$ cat src/rtl/inst_issue_ctrl.sv
// Fetch/issue sequencer for the vector-DLP decoder: prefetch queue, fused
// M_VLOAD+VMAC pair issue, RAW-hazard bubbles against a 2-deep writeback scoreboard.
//
//   state   | meaning
//   S_IDLE  | waiting for Start_i
//   S_RUN   | fetching Start_pc_i..End_pc_i while issuing
//   S_DRAIN | all reads requested; emptying queue, reads and scoreboard
//   S_DONE  | one-cycle completion pulse on Done_o
module inst_issue_ctrl #(
  parameter int ISAW   = 16,
  parameter int OPW    = 3,
  parameter int PCW    = 8,
  parameter int VREGAW = 3,
  parameter int QDEPTH = 4,
  parameter logic [ISAW-1:0] NOP_INST = 16'hA000
) (
  input  logic            Clk_i,
  input  logic            Rst_n_i,
  input  logic            Start_i,
  input  logic [PCW-1:0]  Start_pc_i,
  input  logic [PCW-1:0]  End_pc_i,
  output logic            Icm_ren_o,
  output logic [PCW-1:0]  Icm_addr_o,
  input  logic [ISAW-1:0] Icm_rdata_i,
  output logic [ISAW-1:0] Inst_c_o,
  output logic [ISAW-1:0] Inst_n_o,
  output logic            Busy_o,
  output logic            Done_o,
  output logic [15:0]     Stall_cnt_o
);

  localparam int QAW  = $clog2(QDEPTH);
  localparam int CNTW = QAW + 1;
  localparam logic [CNTW:0]   QDEPTH_L = (CNTW+1)'(QDEPTH);
  localparam logic [CNTW-1:0] CNT_TWO  = CNTW'(2);

  typedef enum logic [1:0] {S_IDLE, S_RUN, S_DRAIN, S_DONE} state_t;

  state_t                r_state, w_state_nxt;
  logic [PCW-1:0]        r_pc;
  logic [ISAW-1:0]       r_q [QDEPTH];
  logic [QAW-1:0]        r_rd_ptr, r_wr_ptr;
  logic [CNTW-1:0]       r_cnt;
  logic                  r_inflight;
  logic                  r_stg_v;
  logic [ISAW-1:0]       r_stg;
  logic [1:0]            r_sb_v;
  logic [VREGAW-1:0]     r_sb_rd0, r_sb_rd1;
  logic [15:0]           r_stall_cnt;

  logic                  w_ren, w_start_acc, w_fetch_done, w_has2, w_pair, w_hit;
  logic [CNTW:0]         w_occ;
  logic [QAW-1:0]        w_rd_ptr_n;
  logic [ISAW-1:0]       w_head, w_next, w_inst_c, w_inst_n;
  logic [OPW-1:0]        w_op_h, w_op_n;
  logic [3:0]            w_fn_h, w_fn_n;
  logic [1:0]            w_src_v;
  logic [VREGAW-1:0]     w_src0, w_src1, w_wr_rd;
  logic                  w_hazard, w_wr_v;
  logic [CNTW-1:0]       w_pop_n;

  function automatic logic f_match(input logic [VREGAW-1:0] src, input logic [1:0] sb_v,
                                   input logic [VREGAW-1:0] rd0, input logic [VREGAW-1:0] rd1);
    return (sb_v[0] && (rd0 == src)) || (sb_v[1] && (rd1 == src));
  endfunction

  assign w_occ        = {1'b0, r_cnt} + (CNTW+1)'(r_inflight) + (CNTW+1)'(r_stg_v);
  assign w_ren        = (r_state == S_RUN) && (r_pc <= End_pc_i) && (w_occ < QDEPTH_L);
  assign w_start_acc  = (r_state == S_IDLE) && Start_i;
  // Partner of a lone M_VLOAD can still arrive until every read has landed.
  assign w_fetch_done = (r_state != S_RUN) && !r_inflight && !r_stg_v;
  assign w_has2       = (r_cnt >= CNT_TWO);
  assign w_rd_ptr_n   = r_rd_ptr + QAW'(1);
  assign w_head       = r_q[r_rd_ptr];
  assign w_next       = r_q[w_rd_ptr_n];
  assign w_op_h       = w_head[ISAW-1:ISAW-OPW];
  assign w_op_n       = w_next[ISAW-1:ISAW-OPW];
  assign w_fn_h       = w_head[3:0];
  assign w_fn_n       = w_next[3:0];
  assign w_pair       = (w_op_h == 3'b011) && w_has2 && (w_op_n == 3'b110) && (w_fn_n == 4'b1000);

  always_comb begin
    w_src_v = 2'b00;
    w_src0  = '0;
    w_src1  = '0;
    if (w_pair) begin
      w_src_v = 2'b01;
      w_src0  = w_next[9:7];
    end else begin
      case (w_op_h)
        3'b100: begin
          w_src_v = 2'b01;
          w_src0  = w_head[3:1];
        end
        3'b110: begin
          if (w_fn_h inside {4'b0000, 4'b0001, 4'b0010, 4'b0111, 4'b1111}) begin
            w_src_v = 2'b11;
            w_src0  = w_head[9:7];
            w_src1  = w_head[6:4];
          end else if (w_fn_h == 4'b1000) begin
            w_src_v = 2'b01;
            w_src0  = w_head[9:7];
          end
        end
        default: ;
      endcase
    end
    w_hit = (w_src_v[0] && f_match(w_src0, r_sb_v, r_sb_rd0, r_sb_rd1)) ||
            (w_src_v[1] && f_match(w_src1, r_sb_v, r_sb_rd0, r_sb_rd1));
  end

  always_comb begin
    w_inst_c = NOP_INST;
    w_inst_n = NOP_INST;
    w_pop_n  = '0;
    w_hazard = 1'b0;
    w_wr_v   = 1'b0;
    w_wr_rd  = '0;
    if (r_cnt != '0) begin
      if (w_hit) begin
        w_hazard = 1'b1;
      end else if (w_pair) begin
        w_inst_c = w_head;
        w_inst_n = w_next;
        w_pop_n  = CNTW'(2);
        w_wr_v   = 1'b1;
        w_wr_rd  = w_head[12:10];
      end else if ((w_op_h == 3'b011) && !w_has2 && !w_fetch_done) begin
        w_pop_n  = '0;
      end else begin
        w_inst_c = w_head;
        if (w_has2) w_inst_n = w_next;
        w_pop_n  = CNTW'(1);
        w_wr_v   = (w_op_h == 3'b010) || (w_op_h == 3'b011) ||
                   ((w_op_h == 3'b110) && ((w_fn_h == 4'b0111) || (w_fn_h == 4'b1111)));
        w_wr_rd  = w_head[12:10];
      end
    end
  end

  always_comb begin
    w_state_nxt = r_state;
    case (r_state)
      S_IDLE:  if (Start_i) w_state_nxt = S_RUN;
      S_RUN:   if ((r_pc > End_pc_i) || (w_ren && (r_pc == End_pc_i))) w_state_nxt = S_DRAIN;
      S_DRAIN: if ((r_cnt == '0) && !r_inflight && !r_stg_v && (r_sb_v == 2'b00))
                 w_state_nxt = S_DONE;
      S_DONE:  w_state_nxt = S_IDLE;
      default: w_state_nxt = S_IDLE;
    endcase
  end

  always_ff @(posedge Clk_i or negedge Rst_n_i) begin
    if (!Rst_n_i) begin
      r_state     <= S_IDLE;
      r_pc        <= '0;
      r_rd_ptr    <= '0;
      r_wr_ptr    <= '0;
      r_cnt       <= '0;
      r_inflight  <= 1'b0;
      r_stg_v     <= 1'b0;
      r_stg       <= '0;
      r_sb_v      <= 2'b00;
      r_sb_rd0    <= '0;
      r_sb_rd1    <= '0;
      r_stall_cnt <= '0;
      for (int i = 0; i < QDEPTH; i++) r_q[i] <= '0;
    end else begin
      r_state <= w_state_nxt;
      if (w_start_acc)  r_pc <= Start_pc_i;
      else if (w_ren)   r_pc <= r_pc + PCW'(1);
      // Read data is staged one cycle before it enters the queue.
      r_inflight <= w_ren;
      r_stg_v    <= r_inflight;
      if (r_inflight) r_stg <= Icm_rdata_i;
      if (r_stg_v) begin
        r_q[r_wr_ptr] <= r_stg;
        r_wr_ptr      <= r_wr_ptr + QAW'(1);
      end
      r_rd_ptr <= r_rd_ptr + w_pop_n[QAW-1:0];
      r_cnt    <= r_cnt + CNTW'(r_stg_v) - w_pop_n;
      r_sb_v   <= {r_sb_v[0], w_wr_v};
      r_sb_rd0 <= w_wr_rd;
      r_sb_rd1 <= r_sb_rd0;
      if (w_start_acc)                         r_stall_cnt <= '0;
      else if (w_hazard && (r_stall_cnt != '1)) r_stall_cnt <= r_stall_cnt + 16'd1;
    end
  end

  assign Icm_ren_o   = w_ren;
  assign Icm_addr_o  = r_pc;
  assign Inst_c_o    = w_inst_c;
  assign Inst_n_o    = w_inst_n;
  assign Busy_o      = (r_state == S_RUN) || (r_state == S_DRAIN);
  assign Done_o      = (r_state == S_DONE);
  assign Stall_cnt_o = r_stall_cnt;

endmodule
$ cat config.mk
export PLATFORM = sky130hd
export DESIGN_NAME = inst_issue_ctrl
export DESIGN_NICKNAME = d
export VERILOG_FILES = /design/src/rtl/inst_issue_ctrl.sv
export SDC_FILE = /design/constraint.sdc
export NUM_CORES = 1
export LEC_CHECK = 0
export CAP_MARGIN = 10
export CORE_UTILIZATION = 48
export CTS_CLUSTER_DIAMETER = 100
export CTS_CLUSTER_SIZE = 28
export DETAILED_ROUTE_END_ITERATION = 12
export PLACE_DENSITY = 0.78
export SETUP_SLACK_MARGIN = 0.15
export SLEW_MARGIN = 5
export SYNTH_ARGS = -nofsm -noshare
export SYNTH_HDL_FRONTEND = slang
export SYNTH_SLANG_ARGS = --single-unit
$ cat constraint.sdc
create_clock -name Clk_i -period 11.3 [get_ports Clk_i]
set_input_delay 1.13 -clock Clk_i [delete_from_list [all_inputs] [get_ports Clk_i]]
set_output_delay 1.13 -clock Clk_i [all_outputs]
set_load 0.02 [all_outputs]
Word level (Yosys, flattened, before mapping)
Cells that the tools add are included.
W data, S select, Z words.

word-level totals
  flip-flop bits (word level) = 123
  bits of input ports = 35
  logic and storage cells = 155

operators by class
  add/sub/neg operators = 9
  $lt $le $gt $ge = 8
  eq/ne operators = 24
  multiplexer cells = 51
  bitwise gates (word level) = 3
  reductions and logical operators = 44

operators by type and width
  cell                     number
  $mux W16                 16
  $bmux W16 S2             2
  $bwmux W64               1
  $demux W16 S2            1
  $mux W3                  10
  $logic_and A1 B1 Y1      23
  $add A16 B1 Y16 const B  1
  $mux W2                  8
  $mux W8                  2
  $ne A16 B16 Y1 const B   1
  $eq A3 B3 Y1             4
  $eq A4 B4 Y1 const B     3
  $eq A3 B3 Y1 const B     3
  $ge A3 B3 Y1 const B     3
  $not A2 Y3               3
  $add A8 B1 Y8 const B    1
  $eq A8 B8 Y1             1
  $gt A8 B8 Y1             1
  $le A8 B8 Y1             1
  $logic_or A1 B1 Y1       8
  $mux W1                  8
  $pmux W2 S4              1
  $eq A3 B2 Y1 const B     2
  $ne A2 B2 Y1 const B     3
  25 further kinds         32

Longest topological paths before layout
  depth after elaboration = 19
  depth in mapped cells = 17

Worst setup path after synthesis
No wires, ideal clock.

  path type = input to output
  from = input port End_pc_i[1]
  to = output port Icm_ren_o
  arrival = 3.267 ns
  data required time = 10.170 ns
  setup slack = 6.903 ns
  cell stages on the path = 12
  path buffers = 1
  path through = inv_1 ha_1 nor2b_1 o21a_1 o21a_1 o21a_1 o21a_1 o21a_1 o21a_1 o22a_1 clkbuf_1 nor2_1

on the way
  cells in the longest elaborated chain, start to end = 3

RTL lines
  what                              RTL line  RTL
  start, declared                   21        input logic [PCW-1:0] End_pc_i,
  $le A8 B8 Y1                      68        assign w_ren = (r_state == S_RUN) && (r_pc <= End_pc_i) && (w_occ < QDEPTH_L);
  $logic_and A1 B1 Y1 (2 in a row)  68
  end, declared                     22        output logic Icm_ren_o,

No other way between the ends.

Final worst setup path
  from = register r_rd_ptr[1]
  to = output port Inst_n_o[11]

on the way
  cells in the longest elaborated chain, start to end = 16
  elaborated cells between the ends (all ways) = 55
  those cells by class = 1 x add/sub; 14 x eq/ne; 22 x mux; 2 x bitwise; 16 x reduce/logical

RTL lines
  what                                                               RTL line  RTL
  start, declared                                                    42        logic [QAW-1:0] r_rd_ptr, r_wr_ptr;
  start signal, assigned                                             180       r_rd_ptr <= r_rd_ptr + w_pop_n[QAW-1:0];
  $not A2 Y3 (implied by the code) or $add A2 B1 Y2 (tied branches)  74, 73
  $bmux W16 S2 or $not A2 Y3 (tied branches)                         74, 75
  $mux W16 (implied by the code) or $bmux W16 S2 (tied branches)     74, 75
  $mux W16 (on tied branches)                                        74, 75
  $eq A4 B1 Y1 (tied with other cells)                               96        if (w_fn_h inside {4'b0000, 4'b0001, 4'b0010, 4'b0111, 4'b1111}) begin
  $reduce_bool A5 Y1 (tied with other cells)                         96
  $mux W3 or $logic_and A1 B1 Y1 (tied branches)                     96, 80
  $pmux W3 S2 (tied with other cells)                                90        case (w_op_h)
  $mux W3                                                            86        if (w_pair) begin
  $eq A3 B3 Y1                                                       64        return (sb_v[0] && (rd0 == src)) || (sb_v[1] && (rd1 == src));
  $logic_and A1 B1 Y1                                                64
  $logic_or A1 B1 Y1                                                 64
  $logic_and A1 B1 Y1 (on tied branches)                             108, 109
  $logic_or A1 B1 Y1                                                 108       w_hit = (w_src_v[0] && f_match(w_src0, r_sb_v, r_sb_rd0, r_sb_rd1)) ||
  $mux W16 *                                                         120       if (w_hit) begin
  $mux W16 *                                                         119       if (r_cnt != '0) begin
  end, declared                                                      26        output logic [ISAW-1:0] Inst_n_o,

Every way passes the cells marked *; elsewhere a longest branch is shown, timed or not. The select of a mux whose other input is x is not followed.

==> results by stage <==
Outcome:
- The flow ran to the end, and the final reports show no timing, DRC or antenna violations.

Route:
- The pre-antenna-repair detailed-routing pass consisted of 5 iterations.
- For this block, the initial DRC count from the detailed router was about 470.
- The sum of routed wire length over all layers is between 15000 and 20000 um.
- Detailed routing inserted a total of between 5000 and 6000 vias.
- Using the TritonRoute via totals, the vias-per-cell ratio works out to between 6 and 7.
- The count of unresolved DRC violations after routing is 0.
- In this run the remaining antenna-violating nets after routing total 0.
- Dividing the detail-routed wire length by the instance count gives 19.5 um.

Power and ir drop:
- The net switching component of the power is approximately 1100 uW.
- The share of total power dissipated in sequential elements is 0.290.
- The part of the power in combinational logic is 0.529.
- For this design the ratio of total power to cell area is approximately 330 nW/um2.
- VDD sags by at most between 0.2 and 0.25 mV.
- Of the total power, the share spent switching nets is 0.401.
- The share of total power dissipated in the clock network is 0.181.
- The internal power summed over all cells is approximately 1700 uW.
- The total leakage power is ~0.0036 uW.

Critical path:
- The worst path arrival time is approximately 5.6 ns.
- The worst register-to-register path ends at r_cnt[2].
- The worst path required time is between 10 and 15 ns.
- The worst register-to-register path has a depth of 15.
- STA classifies the critical path startpoint as a flop.
- The nature of the critical path endpoint is a primary output.
- The setup slack of the worst register-to-register path is between 5 and 6 ns.
- The worst flop-to-flop path startpoint is r_rd_ptr[1].
- The maximum fanout along the worst path is 29.
- The startpoint-to-endpoint class of the critical path is flop to primary output.

STA:
- Summed over all failing endpoints, the final setup total negative slack is 0 ns.
- The final count of hold timing violations was 0.
- Clock skew on the completed layout was measured at 0.0117 ns.
- Setup repair after global routing left no endpoint under its margin.
- The clock period could shrink to 6.72 ns.
- The final number of setup-violating endpoints is 0.
- The final worst-path setup slack is approximately 4.6 ns.
- The worst pin sits at a relative slew slack of 0.142.
- The slew at the pin closest to its max-slew limit is around 1.3 ns.
- The final count of pins violating max slew is 0.
- The post-route clock period utilization is 0.595.
- The timing-limited maximum frequency is approximately 150 MHz.

Floorplan:
- For this design the top-level I/O count stands at 94.
- The placeable core region is 14000 um2.
- In this run the horizontal extent of the chip is approximately 120 um.
- The die is 123 um tall.
- The floorplan die area is ~15000 um2.
- The initial cell density of the core is 0.498.
- The number of rows created at floorplan is 43.

Final layout:
- The share of final-layout standard cells stronger than drive strength 1 is 0.238.
- The most common cell after layout, fill and taps aside is dfrtp_1.
- The layout filler cell count is between 1000 and 1500.
- The number of antenna diodes in the final layout is 0.
- Compared with the post-synthesis result, the final layout area differs by 23.0%.
- For this run, the post-layout net count is 728.
- After routing the design area is between 8000 and 9000 um2.
- The top cell types in the final layout, fill and taps aside, are dfrtp_1, clkdlybuf4s50_1, mux2_2.

Synth:
- The most used flip-flop cell after synthesis is dfrtp_1.
- The cell area after synthesis is between 6000 and 7000 um2.
- The post-synthesis net count is 639.
- The part of the Yosys area used for sequential elements is 0.440.
- The number of flip-flops and latches in the synthesized netlist is about 120.
- After synthesis, the share of flip-flops with an asynchronous set or reset is 1.00.
- Yosys mapped a number of flops with a built-in enable equal to 0.
- A synthesized cell averages roughly 12 um2.
- After technology mapping, the gate count stands at just under 600.
- The count of distinct cell types in the synthesized netlist is 65.
- Yosys printed 0 warnings.

GRT:
- The total congestion overflow is 0.
- The via count of the first global-routing pass is between 5000 and 6000.
- The number of antenna violations at the first check in global routing is 0.
- The first global-routing pass estimated between 20000 and 30000 um of wire.
- Across every metal layer, demand over resource in global routing totals 0.242.
- Entering global routing, the biggest net connects 79 pins.

Hold path:
- The worst hold-check path type is flop to flop.
- The launch point of the worst hold path is r_sb_rd0[1].
- The path with the worst hold slack has its endpoint at r_sb_rd1[1].
- The number of cells on the worst hold path is 0.

CTS:
- The clock input transition at the sequential cells of the worst setup and hold paths is ~0.05 ns.
- At the later pin of the worst-skew pair, clock insertion delay measures about 0.42 ns.
- The CTS sink count is around 120.
- The H-tree depth is 4.
- The tree is rooted in a clkbuf_16.
- In this run, post-CTS repair resized a total of 0 instances.
- The longest clock path from root to sink contains 2 buffers.
- The CTS tree is built.
- The number of hold buffers added after cts is 0.
- TritonCTS created 17 clock buffers.
- Buffers added to address setup during post-CTS repair amount to 0.

Placed design:
- Once placement finished, the instance area stood at 8030 um2.
- At the end of routability-driven placement, the weighted congestion stood at between 0.9 and 1.
- Prior to clock tree synthesis, the placed netlist has a worst setup slack of just over 5 ns.
- The count of port buffers added during placement is 93.
- The detailed placer's ending HPWL is 11600 um.

Run:
- Max-cap violations in this run came to 0.
-- cells in the mapped netlist (2+ instances only) --
cell type,instances,share of area
nand4_1,11,0.0098
dfrtp_1,123,0.44
a31oi_1,11,0.0098
o31a_1,4,0.0050
nand2b_1,4,0.0036
o22ai_1,2,0.0018
nor2_1,27,0.014
mux2_2,81,0.13
a21oi_1,5,0.0036
nor4bb_1,2,0.0029
nor4_2,3,0.0054
buf_2,2,0.0014
or4_1,6,0.0064
a311oi_1,4,0.0050
buf_6,4,0.0064
nand2_1,27,0.014
buf_1,3,0.0016
inv_1,30,0.016
nand3b_1,2,0.0021
xor2_1,3,0.0038
o21a_1,6,0.0064
nand4bb_1,2,0.0032
ha_1,22,0.039
and4b_1,3,0.0043
or3_1,6,0.0054
a211o_1,2,0.0025
nor3_2,2,0.0029
o32ai_1,4,0.0050
nor3_1,6,0.0043
clkbuf_1,16,0.0086
o21ai_1,6,0.0043
nor4_1,4,0.0036
xnor2_1,18,0.023
o31ai_1,8,0.0086
and2_1,29,0.026
nand3_1,17,0.012
and3_1,6,0.0054
mux4_2,32,0.10
o21ai_0,8,0.0057
nor3b_1,4,0.0043
nor2b_1,2,0.0018
-- worst max-delay path, stage by stage, from the launching register on --
cell,delay [ns]
dfrtp_2,0.43
buf_4,0.46
mux4_2,0.62
nor4b_1,0.46
nand3_1,0.36
a311oi_1,0.40
nor4_2,0.11
a221oi_2,0.39
nor2b_1,1.05
and2_1,0.26
clkdlybuf4s50_1,0.61
-- how the worst max path moves through the flow --
stage	from	cells after the start	endpoint
floorplan	End_pc_i[1]	12	Icm_ren_o
finish	r_rd_ptr[1]	10	Inst_n_o[11]
global route	r_rd_ptr[1]	10	Inst_n_o[10]
detailed placement	r_rd_ptr[1]	10	Inst_n_o[12]
CTS	r_rd_ptr[1]	10	Inst_n_o[12]
global placement	r_rd_ptr[1]	10	Inst_n_o[2]
-- power groups by stage --
stage	sequential [uW]	clock, uW	combinational [uW]
3_5_place_dp	822	0	1490
4_1_cts	816	521	1510
3_3_place_gp	798	0	1460
5_1_grt	849	540	1620
2_1_floorplan	766	0	1020
6_report	820	511	1500
-- through the flow --
stage,total power (uW),std cells,hold WS [ns],util
CTS,2840,862,0.501,0.612
finish,2830,862,0.501,0.612
global placement,2260,831,0.487,0.572
global route,3010,862,0.530,0.612
detailed placement,2310,831,0.487,0.572
floorplan,1790,581,0.352,-
-- metal layers --
metal | GRT usage | share of wire
met1 | 0.299 | 0.41
met2 | 0.404 | 0.50
met3 | 0.0474 | 0.058
met4 | 0.120 | 0.027
met5 | 0 | 0
-- flip-flops by register name (all words and copies together), names as in the netlist --
register and count:
r_cnt 3, r_stg 16, r_sb_rd1 3, Stall_cnt_o 16
r_stg_v 1, r_sb_v 2, r_sb_rd0 3, Icm_addr_o 8
r_rd_ptr 2, r_inflight 1, r_state 2, r_q 64
r_wr_ptr 2
-- area by class of cell --
| class | count | area, um2 | share of cell area |
|---|---|---|---|
| inverter | 30 | 113 | 0.0131 |
| multi-input combinational | 402 | 3670 | 0.426 |
| sequential | 123 | 3080 | 0.358 |
| clock inverter | 10 | 93.8 | 0.0109 |
| timing repair buffer | 96 | 951 | 0.111 |
| tap | 180 | 225 | 0.0262 |
| clock buffer | 21 | 470 | 0.0547 |
-- logic make-up (layout without fill, tap and decap cells) --
kind of cell | after synthesis | count (layout) | share of synthesized area
adders and majority gates | 23 | 23 | 0.0422
buffers and inverters | 56 | 157 | 0.0353
DFF | 123 | 123 | 0.440
muxes | 114 | 114 | 0.235
AOI/OAI and AO/OA | 72 | 72 | 0.0748
and+or+nand+nor | 172 | 172 | 0.146
xor gates and xnor gates | 21 | 21 | 0.0263
Power figures use the tool's default switching activity.
